<file path="src/rtl/capture_pkg.sv">
// Shared capture sequencer definitions: state encoding, default RAM depth and
// the pre-trigger target calculation.
package capture_pkg;

  typedef enum logic [2:0] {
    IDLE,
    PRE,
    ARMED,
    POST,
    DONE
  } cap_state_t;

  localparam int unsigned CAP_DEPTH_DEFAULT = 512;

  // Number of pre-trigger writes before arming; trig_pos beyond DEPTH-1 saturates to 0.
  function automatic int unsigned calc_pre_tgt(input int unsigned depth,
                                               input int unsigned tpos);
    return (tpos >= depth - 1) ? 0 : depth - 1 - tpos;
  endfunction

endpackage

</file>
<file path="src/rtl/capture_ctrl.sv">
// Capture sequencer: pre-trigger fill, arm, trigger, post-trigger count, done.
// Optional auto-trigger timeout in ARMED is enabled by defining CAPTURE_AUTO_TRIG_EN.
module capture_ctrl
  import capture_pkg::*;
#(
  parameter int unsigned DEPTH        = CAP_DEPTH_DEFAULT,
  parameter int unsigned AW           = $clog2(DEPTH),
  parameter int unsigned AUTO_TIMEOUT = 4096
) (
  input  logic          clk,
  input  logic          rst_n,
  input  logic          start,
  input  logic          abort,
  input  logic          smpl_en,
  input  logic          trig_in,
  input  logic [AW-1:0] trig_pos,
  output logic          armed,
  output logic          we,
  output logic [AW-1:0] waddr,
  output logic [AW-1:0] trig_addr,
  output logic          triggered,
  output logic          capture_done
);

  if (DEPTH < 4 || (DEPTH & (DEPTH - 1)) != 0 || AUTO_TIMEOUT < 2) begin : g_param_check
    $error("capture_ctrl: DEPTH must be a power of two >= 4 and AUTO_TIMEOUT >= 2");
  end

  cap_state_t    state;
  cap_state_t    state_next;
  logic [AW-1:0] pre_cnt;
  logic [AW-1:0] post_cnt;
  logic [AW-1:0] tp_lat;
  logic [AW-1:0] pre_tgt;
  logic [AW-1:0] start_pre_tgt;
  logic          start_ok;
  logic          trig_take;
  logic          auto_fire;

  assign start_ok      = start && !abort && (state == IDLE || state == DONE);
  assign start_pre_tgt = AW'(calc_pre_tgt(DEPTH, 32'(trig_pos)));
  assign trig_take     = (state == ARMED) && smpl_en && (trig_in || auto_fire);

`ifdef CAPTURE_AUTO_TRIG_EN
  localparam int unsigned TW = $clog2(AUTO_TIMEOUT) + 1;

  logic [TW-1:0] auto_cnt;

  // Held at zero outside ARMED, so it starts from zero on every entry.
  always_ff @(posedge clk or negedge rst_n) begin
    if (!rst_n) begin
      auto_cnt <= '0;
    end else if (state != ARMED) begin
      auto_cnt <= '0;
    end else if (smpl_en) begin
      auto_cnt <= auto_cnt + TW'(1);
    end
  end

  assign auto_fire = (state == ARMED) && (auto_cnt == TW'(AUTO_TIMEOUT - 1)) && !trig_in;
`else
  assign auto_fire = 1'b0;
`endif

  always_ff @(posedge clk or negedge rst_n) begin
    if (!rst_n) begin
      state <= IDLE;
    end else begin
      state <= state_next;
    end
  end

  always_comb begin
    state_next = state;
    unique case (state)
      IDLE, DONE: begin
        if (start) begin
          state_next = (start_pre_tgt == '0) ? ARMED : PRE;
        end
      end
      PRE: begin
        if (smpl_en && (pre_cnt + AW'(1) == pre_tgt)) begin
          state_next = ARMED;
        end
      end
      ARMED: begin
        if (trig_take) begin
          state_next = (tp_lat == '0) ? DONE : POST;
        end
      end
      POST: begin
        if (smpl_en && (post_cnt == AW'(1))) begin
          state_next = DONE;
        end
      end
      default: state_next = IDLE;
    endcase
    if (abort) begin
      state_next = IDLE;
    end
  end

  always_comb begin
    we = smpl_en && (state == PRE || state == ARMED || state == POST);
  end

  always_ff @(posedge clk or negedge rst_n) begin
    if (!rst_n) begin
      armed        <= 1'b0;
      capture_done <= 1'b0;
      triggered    <= 1'b0;
      waddr        <= '0;
      trig_addr    <= '0;
      pre_cnt      <= '0;
      post_cnt     <= '0;
      tp_lat       <= '0;
      pre_tgt      <= '0;
    end else begin
      armed        <= (state_next == ARMED);
      capture_done <= (state_next == DONE);

      if (we) begin
        waddr <= waddr + AW'(1);
      end

      if (abort) begin
        triggered <= 1'b0;
      end else if (start_ok) begin
        tp_lat    <= trig_pos;
        pre_tgt   <= start_pre_tgt;
        waddr     <= '0;
        pre_cnt   <= '0;
        triggered <= 1'b0;
      end else begin
        if (state == PRE && smpl_en) begin
          pre_cnt <= pre_cnt + AW'(1);
        end
        if (trig_take) begin
          trig_addr <= waddr;
          triggered <= 1'b1;
          post_cnt  <= tp_lat;
        end
        if (state == POST && smpl_en) begin
          post_cnt <= post_cnt - AW'(1);
        end
      end
    end
  end

endmodule
</file>
<file path="config.mk">
export PLATFORM = sky130hd
export DESIGN_NAME = capture_ctrl
export DESIGN_NICKNAME = d
export VERILOG_FILES = /design/src/rtl/capture_pkg.sv /design/src/rtl/capture_ctrl.sv
export SDC_FILE = /design/constraint.sdc
export NUM_CORES = 1
export LEC_CHECK = 0
export CORE_AREA = 2 2 84 86
export DETAILED_ROUTE_END_ITERATION = 16
export DIE_AREA = 0 0 86 88
export HOLD_SLACK_MARGIN = 0.1
export PLACE_DENSITY = 0.74
export SLEW_MARGIN = 30
export SYNTH_ARGS = -nofsm -noshare
export SYNTH_HDL_FRONTEND = slang
export SYNTH_SLANG_ARGS = --single-unit
</file>
<file path="constraint.sdc">
create_clock -name clk -period 2.1 [get_ports clk]
set_input_delay 0.42 -clock clk [delete_from_list [all_inputs] [get_ports clk]]
set_output_delay 0.42 -clock clk [all_outputs]
set_load 0.02 [all_outputs]
</file>
-- Yosys cells after proc, flatten, opt, wreduce, memory -nomap -nowiden
Index checks and enable logic that the tools add are counted.
Widths: inputs -> output; s select.
- word-level logic and storage cells: 68
- output and inout port bits: 22
- memory bits (read-only): 0
- latch bits: 0
- memory bits (writable): 0
- memories kept: 0
- flip-flop bits (word level): 60
- multipliers: 0
- bitwise gates (word level): 2
- shift-type cells: 0
- $lt $le $gt $ge: 1
- add/subtract/negate cells: 4
- divide/modulo/power cells: 0
- equality and inequality tests: 8
- reduce and logical (&&, ||, !) cells: 24
- multiplexer cells: 19
- operator list (operator ; number):
    $mux 9 ; 8
    $add 9x1->9 const B ; 2
    $logic_not 9->1 ; 2
    $mux 3 ; 6
    $pmux 3 s4 ; 1
    $eq 3x2->1 const B ; 3
    $eq 9x1->1 const B ; 1
    $eq 9x9->1 ; 1
    $ge 9x9->1 const B ; 1
    $logic_and 1x1->1 ; 9
    $sub 9x1->9 const B ; 1
    $sub 9x9->9 const A ; 1
    $eq 3x3->1 const B ; 2
    $reduce_and 3->1 ; 2
    $reduce_and 2->1 ; 2
    $reduce_bool 2->1 ; 2
    $eq 3x1->1 const B ; 1
    $logic_not 3->1 ; 1
    $logic_or 1x1->1 ; 3
    $mux 1 ; 3
    $reduce_bool 3->1 ; 1
    $mux 2 ; 1
    $not 1->1 ; 2
    $reduce_or 2->1 ; 1
    $logic_not 1->1 ; 1

-- Logic depth before layout (Yosys ltp)
Gate-level depths: netlist of the first run.
- depth in word-level cells: 8
- gate-level depth with buffers: 7

-- Worst setup path before layout of the first run
OpenSTA, ideal clock, no wires.
- path kind: register -> register
- start: register pre_cnt[1]
- end: register state[0]
- path slack: 0.240 ns
- arrival: 1.739 ns
- buffers on the path: 1
- setup time: 0.121 ns
- cell stages (with the launch flop): 8
- cell sequence: dfrtp_1 -> ha_1 -> buf_2 -> nand3_1 -> o21a_1 -> nor4b_2 -> o2111ai_1 -> a22o_2
- word-level cells in the longest chain between the ends: 6
- RTL lines (item ; line ; source):
    start, declared ; capture_ctrl.sv:31 ; logic [AW-1:0] pre_cnt;
    start signal, assigned ; capture_ctrl.sv:136 ; pre_cnt <= pre_cnt + AW'(1);
    $add 9x1->9 ; capture_ctrl.sv:82 ; if (smpl_en && (pre_cnt + AW'(1) == pre_tgt)) begin
    $eq 9x9->1 ; capture_ctrl.sv:82 ;
    $logic_and 1x1->1 ; capture_ctrl.sv:82 ;
    $mux 3 ; capture_ctrl.sv:82 ;
    $pmux 3 s4 ; capture_ctrl.sv:75 ; unique case (state)
    $mux 3 ; capture_ctrl.sv:98 ; if (abort) begin
    net state_next[0] ; capture_ctrl.sv:30 ; cap_state_t state_next;
    end signal, assigned ; capture_ctrl.sv:69 ; state <= state_next;
    end, declared ; capture_ctrl.sv:29 ; cap_state_t state;
The timed path passes the listed nets, and every way through them passes these cells.
A chain may end at the register's enable or synchronous reset.

-- Worst setup path in the final report of the first run
- start: register post_cnt[1]
- end: register armed
- word-level cells in the longest chain between the ends: 6
- RTL lines (item ; line ; source):
    start, declared ; capture_ctrl.sv:32 ; logic [AW-1:0] post_cnt;
    start signal, assigned ; capture_ctrl.sv:141 ; post_cnt <= tp_lat;
    start signal, assigned ; capture_ctrl.sv:144 ; post_cnt <= post_cnt - AW'(1);
    $eq 9x1->1 ; capture_ctrl.sv:92 ; if (smpl_en && (post_cnt == AW'(1))) begin
    $logic_and 1x1->1 ; capture_ctrl.sv:92 ;
    $mux 3 ; capture_ctrl.sv:92 ;
    $pmux 3 s4 ; capture_ctrl.sv:75 ;
    $mux 3 ; capture_ctrl.sv:98 ;
    $eq 3x2->1 ; capture_ctrl.sv:119 ; armed <= (state_next == ARMED);
    end signal, assigned ; capture_ctrl.sv:119 ;
    end, declared ; capture_ctrl.sv:17 ; output logic armed,
Every way passes these cells.

==> results.json, run 1 <==
{
  "run_status": "completed",
  "floorplan.io_pins": 37,
  "globalRoute.totalOverflow": 0,
  "placeableCoreArea_mm2": 0.00664,
  "synthDominantAreaCellType": "dfrtp_1",
  "fin_skew_ns": 0.00563,
  "clock_latency_ns": 0.34,
  "grt_max_degree": 28,
  "number_of_distinct_library_cell_variants_in_the_gate_level_netlist_after_synthesis": 60,
  "critical_path.top_delay_family": "compound AO/OA/AOI/OAI gates",
  "first_global_vias": 2709,
  "synth-main-ff-cell": "dfrtp_1",
  "timing.critical_path.to_type": "register",
  "synthesis.area_mm2": 0.00321,
  "routed_wire_length_per_instance_um": 16.0,
  "power.combinational.fraction_pct": 17.7,
  "synth_edf_count": 0,
  "startpoint_type": "register",
  "global_route.usage.total_pct": 22.1,
  "number_of_antenna_violations_at_the_first_check_in_global_routing": 0,
  "die_area_mm2": 0.00757,
  "clock_tree_from_tritoncts": "done",
  "slew_headroom_pct": 62.5,
  "vias_per_cell": 5.81,
  "ctsRootBufferMaster": "clkbuf_8",
  "p_clk_share_pct": 33.3,
  "grt_setup_unrepaired": "no",
  "crit_chain": "inv_1, ha_1, or4b_4, o311ai_4, o211ai_2, a211oi_2, a21boi_2",
  "antenna-diode-count": 0,
  "synth_top_cells_by_count": "dfrtp_1 (60), nor2_1 (34), a21oi_1 (27)",
  "finalInstanceArea_mm2": 0.00406,
  "hpwlAfterDp_mm": 5.64,
  "synth_most_common_cell": "dfrtp_1",
  "postPlaceCellArea_mm2": 0.00387,
  "drt_pre_antenna_iters": 5,
  "syn_to_final_growth_pct": 26.5,
  "postRouteAntennaNets": 0,
  "timing.final.max_slew_violations": 0,
  "cts_buffers": 9,
  "max-vdd-ir-drop_mv": 0.611,
  "synthArstFlopShare_pct": 100,
  "layout_worst_path_cycle_share_pct": 95.6,
  "clock_tree.htree_level_count": 3,
  "final.setup.tns_ns": 0,
  "postCtsSetupRepairBufs": 0,
  "post_synth_inst_count": 321,
  "grt_first_pass_wirelength_mm": 13.1,
  "finalCoreUtilization_pct": 61.1,
  "power.static_leakage_nw": 1.76,
  "netSwitchingFraction_pct": 30.2,
  "num_rows": 30,
  "dieWidth_um": 86,
  "clk_pin_slew_worst_paths_ns": 0.07,
  "critPathMaxFanout": 3,
  "total_switching_power_mw": 0.851,
  "main_area_contributors_after_synthesis": "dfrtp_1 (47%), mux2_2 (6.7%), a21oi_1 (4.2%), nor2_1 (4.0%), o21ai_0 (2.8%)",
  "fmax_ghz": 0.498,
  "layout-drive-gt1-share_pct": 21.9,
  "fin_nets": 406,
  "power.internal_mw": 1.97,
  "detailedRoute.firstIterationViolations": 176,
  "io_buffers": 36,
  "postRouteWirelength_mm": 7.56,
  "powerDensity_mw_per_mm2": 695,
  "fin_crit_ns": 2.01,
  "max_cap_violations": 0,
  "setup_viol": 0,
  "max-clock-path-buffers": 2,
  "yosys_warnings": 0,
  "timing.critical_path.slowest_cell_delay_ns": 0.50,
  "share_of_the_yosys_chip_area_belonging_to_registers_pct": 46.7,
  "arrival_ns": 2.28,
  "synth.avg_cell_area_um2": 10.0,
  "finalHoldViolCount": 0,
  "number_of_storage_elements_in_the_synthesis_netlist": 60,
  "required_ns": 2.38,
  "gpl.final_weighted_congestion": 0.873,
  "syn_nets": 340,
  "die_h_um": 88,
  "routed-via-count": 2740,
  "seq_power_share_pct": 49.0,
  "start_util_pct": 48.3,
  "hold_class": "reg2reg",
  "area_share_of_the_leading_cell_type_in_the_synthesized_netlist_pct": 46.7,
  "worst-path-buf-inv": 1,
  "fillers": 574,
  "tightestPinTransition_ns": 0.562,
  "timing.critical_path.slowest_stage_cell": "or4b_4",
  "route.detailed.drc": 0,
  "cts.sink_count": 60,
  "criticalPathCategory": "reg2reg"
}
-- worst register-to-register path, stage by stage, from the launching register on --
cell and delay [ns]:
dfrtp_1 0.40, inv_1 0.08, ha_1 0.15, or4b_4 0.50, o311ai_4 0.27, o211ai_2 0.17, a211oi_2 0.21, a21boi_2 0.17
-- flip-flops by register name, summed over array words and instances, names as in the netlist --
name          cells
trig_addr         9
capture_done      1
state             3
waddr             9
armed             1
post_cnt          9
triggered         1
pre_cnt           9
pre_tgt           9
tp_lat            9
-- power by group through the flow --
stage               registers [mW]  clock network (mW)  logic [mW]
floorplan                     1.38                   0       0.287
finish                        1.38               0.940       0.500
global route                  1.39                1.02       0.553
global placement              1.40                   0       0.484
detailed placement            1.40                   0       0.500
CTS                           1.38               0.956       0.503
-- layer usage --
metal | up-vias | global-route usage [%] | part of all wire (%)
met4 | 0 | 8.08 | 2.1
met2 | 74 | 35.7 | 49
li1 | 1303 | - | -
met1 | 1345 | 29.2 | 44
met5 | - | 0 | 0
met3 | 18 | 5.00 | 4.3
-- path summary, 6_finish.rpt --
check	from	endpoint	slack, ns	cells after the start
hold reg to reg	trig_addr[6]$_DFFE_PN0P_	trig_addr[6]$_DFFE_PN0P_	0.51	1
min in group asynchronous	rst_n	pre_tgt[4]$_DFFE_PN0P_	0.60	2
setup reg to reg	post_cnt[1]$_DFFE_PN0P_	armed$_DFF_PN0_	0.09	7
setup / recovery	post_cnt[1]$_DFFE_PN0P_	armed$_DFF_PN0_	0.09	7
hold / removal	trig_addr[6]$_DFFE_PN0P_	trig_addr[6]$_DFFE_PN0P_	0.51	1
max in group asynchronous	rst_n	pre_tgt[7]$_DFFE_PN0P_	0.94	3
-- cells by family (layout without fill, tap and decap cells) --
| logic type | after synthesis | after routing | synth area share, % |
|---|---|---|---|
| xor+xnor | 16 | 16 | 4.36 |
| buf+inv | 25 | 96 | 3.74 |
| mux | 20 | 20 | 6.97 |
| compound gates | 82 | 82 | 17.2 |
| flops | 60 | 60 | 46.7 |
| simple gates | 113 | 113 | 19.1 |
| fa+ha+maj | 5 | 5 | 1.87 |
-- layout by cell type (no fill, tap or decap), types with 2 or more instances in the layout --
cell type / Yosys / routed
and2b_1: 2 / 2
and3_1: 5 / 5
nor3b_1: 2 / 2
clkbuf_8: 0 / 10
clkinv_2: 0 / 3
clkinvlp_4: 0 / 2
a21boi_0: 2 / 2
o22ai_1: 3 / 3
mux2_2: 19 / 19
nor3_1: 6 / 6
xor2_1: 9 / 9
o21a_1: 3 / 3
inv_1: 9 / 9
nand4_1: 8 / 8
o21ai_0: 18 / 18
nor4_1: 3 / 3
buf_12: 0 / 3
nor2_1: 34 / 34
nand2_1: 17 / 17
xnor2_1: 7 / 7
o211ai_1: 2 / 2
nand2b_1: 4 / 4
nand3_1: 14 / 14
a21oi_1: 27 / 27
dfrtp_1: 60 / 60
buf_4: 0 / 31
o2111ai_1: 3 / 3
o41ai_1: 4 / 4
clkdlybuf4s50_1: 0 / 34
o31ai_1: 5 / 5
nor4b_2: 2 / 2
a211o_1: 2 / 2
nor2b_1: 3 / 3
ha_1: 4 / 4
-- what timing repair did --
action / 4_1_cts / 5_1_grt
gates cloned: 0 / 0
endpoints found under the setup margin: 1 / 2
endpoints found under the hold margin: 20 / 0
hold buffers: 1 / 0
gates resized for setup: 1 / 1
-- per-stage QoR --
stage / hold slack, ns / power (mW) / std cells / worst slack, ns
final: 0.509 / 2.82 / 472 / 0.0933
after global routing: 0.518 / 2.96 / 472 / 0.00211
after CTS: 0.511 / 2.84 / 472 / 0.0402
after detailed placement: 0.446 / 1.90 / 455 / -0.167
after global placement: 0.440 / 1.88 / 455 / -0.171
after floorplan: 0.124 / 1.67 / 321 / 0.240
-- area by class of cell --
class	instances	area (µm²)	share of cell area, %
clock inverters	6	38.8	0.955
clock buffers	10	138	3.39
inverters	9	33.8	0.832
multi-input cells	236	1590	39.2
repair buffers	71	657	16.2
flip-flops and latches	60	1500	37.0
well taps	80	100	2.46
Power figures use the tool's default switching activity.
==> inputs of run 2 (changes only) <==
--- a/config.mk
+++ b/config.mk
@@ -10,6 +10,7 @@
 export DIE_AREA = 0 0 86 88
 export HOLD_SLACK_MARGIN = 0.1
 export PLACE_DENSITY = 0.74
+export SKIP_LAST_GASP = 1
 export SLEW_MARGIN = 30
 export SYNTH_ARGS = -nofsm -noshare
 export SYNTH_HDL_FRONTEND = slang
==> results of run 2 <==
The final DEF is identical to that of run 1; final timing and power are the same.
==> inputs of run 3 (changes only) <==
--- a/config.mk
+++ b/config.mk
@@ -6,9 +6,11 @@
 export NUM_CORES = 1
 export LEC_CHECK = 0
 export CORE_AREA = 2 2 84 86
+export CTS_CLUSTER_DIAMETER = 80
 export DETAILED_ROUTE_END_ITERATION = 16
 export DIE_AREA = 0 0 86 88
 export HOLD_SLACK_MARGIN = 0.1
+export MAX_ROUTING_LAYER = met4
 export PLACE_DENSITY = 0.74
 export SKIP_LAST_GASP = 1
 export SLEW_MARGIN = 30
==> run 3 against run 2 <==
Net effect:
- worst hold slack worse by 0.0033 ns
- setup slack got worse by 0.010 ns
- largest power group unchanged
- utilization grew 0.094 points
==> results.json, run 3 (same netlist as run 1, synthesis figures left out) <==
{
  "fin_nets": 406,
  "min_delay_worst_endpoint": "trig_addr[1]$_DFFE_PN0P_",
  "globalRoute.totalOverflow": 0,
  "slew_headroom_pct": 70.2,
  "die_h_um": 88,
  "clk_pin_slew_worst_paths_ns": 0.07,
  "timing.critical_path.from": "post_cnt[1]$_DFFE_PN0P_",
  "clock_latency_ns": 0.35,
  "dieWidth_um": 86,
  "cts.sink_count": 60,
  "vias_per_cell": 5.74,
  "antenna-diode-count": 0,
  "floorplan.io_pins": 37,
  "power.static_leakage_nw": 1.76,
  "powerDensity_mw_per_mm2": 693,
  "hold_class": "reg2reg",
  "r2r_slack_ns": 0.08,
  "layout-drive-gt1-share_pct": 22.2,
  "die_area_mm2": 0.00757,
  "io_buffers": 36,
  "sequential_cell_area_mm2": 0.00150,
  "multi_input_logic_area_mm2": 0.00160,
  "mostFrequentLayoutCells": "dfrtp_1 (60), nor2_1 (34), clkdlybuf4s50_1 (34)",
  "drt_pre_antenna_iters": 5,
  "max-vdd-ir-drop_mv": 0.420,
  "fin_skew_ns": 0.00975,
  "global_route.usage.total_pct": 22.3,
  "setup_viol": 0,
  "number_of_antenna_violations_at_the_first_check_in_global_routing": 0,
  "grt_setup_unrepaired": "yes",
  "fmax_ghz": 0.496,
  "placeableCoreArea_mm2": 0.00664,
  "startpoint_type": "register",
  "finalCoreUtilization_pct": 61.2,
  "min_from": "trig_addr[1]$_DFFE_PN0P_",
  "start_util_pct": 48.3,
  "routed-via-count": 2707,
  "criticalPathCategory": "reg2reg",
  "timing.critical_path.to_type": "register",
  "cts_buffers": 9,
  "postRouteAntennaNets": 0,
  "required_ns": 2.37,
  "finalHoldViolCount": 0,
  "fin_crit_ns": 2.02,
  "worst_r2r_endpoint": "armed$_DFF_PN0_",
  "grt_first_pass_wirelength_mm": 12.8,
  "dp_slack_ns": -0.173,
  "most_common_cell_after_layout_fill_and_taps_aside": "dfrtp_1",
  "fillers": 545,
  "post-route-worst-setup-slack_ns": 0.0830,
  "tightestPinTransition_ns": 0.435,
  "cells_on_worst_reg2reg_path": 7,
  "ctsRootBufferMaster": "clkbuf_8",
  "reg2reg_from": "post_cnt[1]$_DFFE_PN0P_",
  "clock_tree_from_tritoncts": "done",
  "total_power_mw": 2.82,
  "hold_slack_ns": 0.505,
  "clock_tree.htree_level_count": 3,
  "grt_max_degree": 61,
  "first_global_vias": 2578,
  "gpl.final_weighted_congestion": 0.880,
  "num_rows": 30,
  "run_status": "completed",
  "critPathMaxFanout": 3,
  "timing.final.max_slew_violations": 0,
  "detailedRoute.firstIterationViolations": 238,
  "postCtsSetupRepairBufs": 0,
  "route.detailed.drc": 0,
  "arrival_ns": 2.29,
  "routed_wire_length_per_instance_um": 15.4,
  "max_cap_violations": 0,
  "layout_worst_path_cycle_share_pct": 96.0,
  "holdPathStages": 1,
  "hpwlAfterDp_mm": 5.32,
  "postRouteWirelength_mm": 7.28,
  "max-clock-path-buffers": 2,
  "syn_to_final_growth_pct": 26.7
}
run 3: cell counts in the layout (fill, tap and decap cells not counted):
No cell type changed its count.
run 3: worst max path at each step:
stage / to / slack (ns) / depth (start not counted)
2_1_floorplan: state[0]$_DFF_PN0_ / 0.24 / 7
3_3_place_gp: we / -0.18 / 4
3_5_place_dp: we / -0.17 / 4
4_1_cts: armed$_DFF_PN0_ / 0.04 / 7
5_1_grt: armed$_DFF_PN0_ / -0.003 / 7
6_report: armed$_DFF_PN0_ / 0.08 / 7
run 3: metal layers:
layer	part of all wire, %	global-route usage (%)
met3	3.7	6.13
met2	49	32.6
met1	46	30.3
met5	0	-
met4	1.2	6.93
run 3: layout make-up:
class	instances	share of cell area [%]
clock inverter	6	0.953
multi-input combinational	236	39.3
inverter	9	0.830
sequential	60	36.9
clock buffer	10	3.38
timing repair buffer	71	16.1
tap	80	2.46
run 3: metrics by stage:
stage	std cells	area (µm²)	TNS (ns)
after floorplan	321	3210	0
after global placement	455	3870	-1.61
after detailed placement	455	3870	-2.78
after CTS	472	4060	0
after global routing	472	4070	-0.00335
final	472	4070	0
run 3: what timing repair did:
action | CTS | global route
resized for setup | 1 | 2
hold buffers | 1 | 0
hold endpoints to repair | 60 | 0
setup endpoints to repair | 1 | 3
run 3: critical path, stage by stage, from the launching register on:
cell	delay [ns]
dfrtp_1	0.40
inv_1	0.09
ha_1	0.14
or4b_4	0.48
o311ai_4	0.27
o211ai_2	0.16
a211oi_2	0.23
a21boi_2	0.17
run 3: power by group:
part	switching, mW	total (mW)	internal (mW)
clock	0.486	0.943	0.457
sequential	0.126	1.38	1.26
combinational	0.238	0.493	0.255
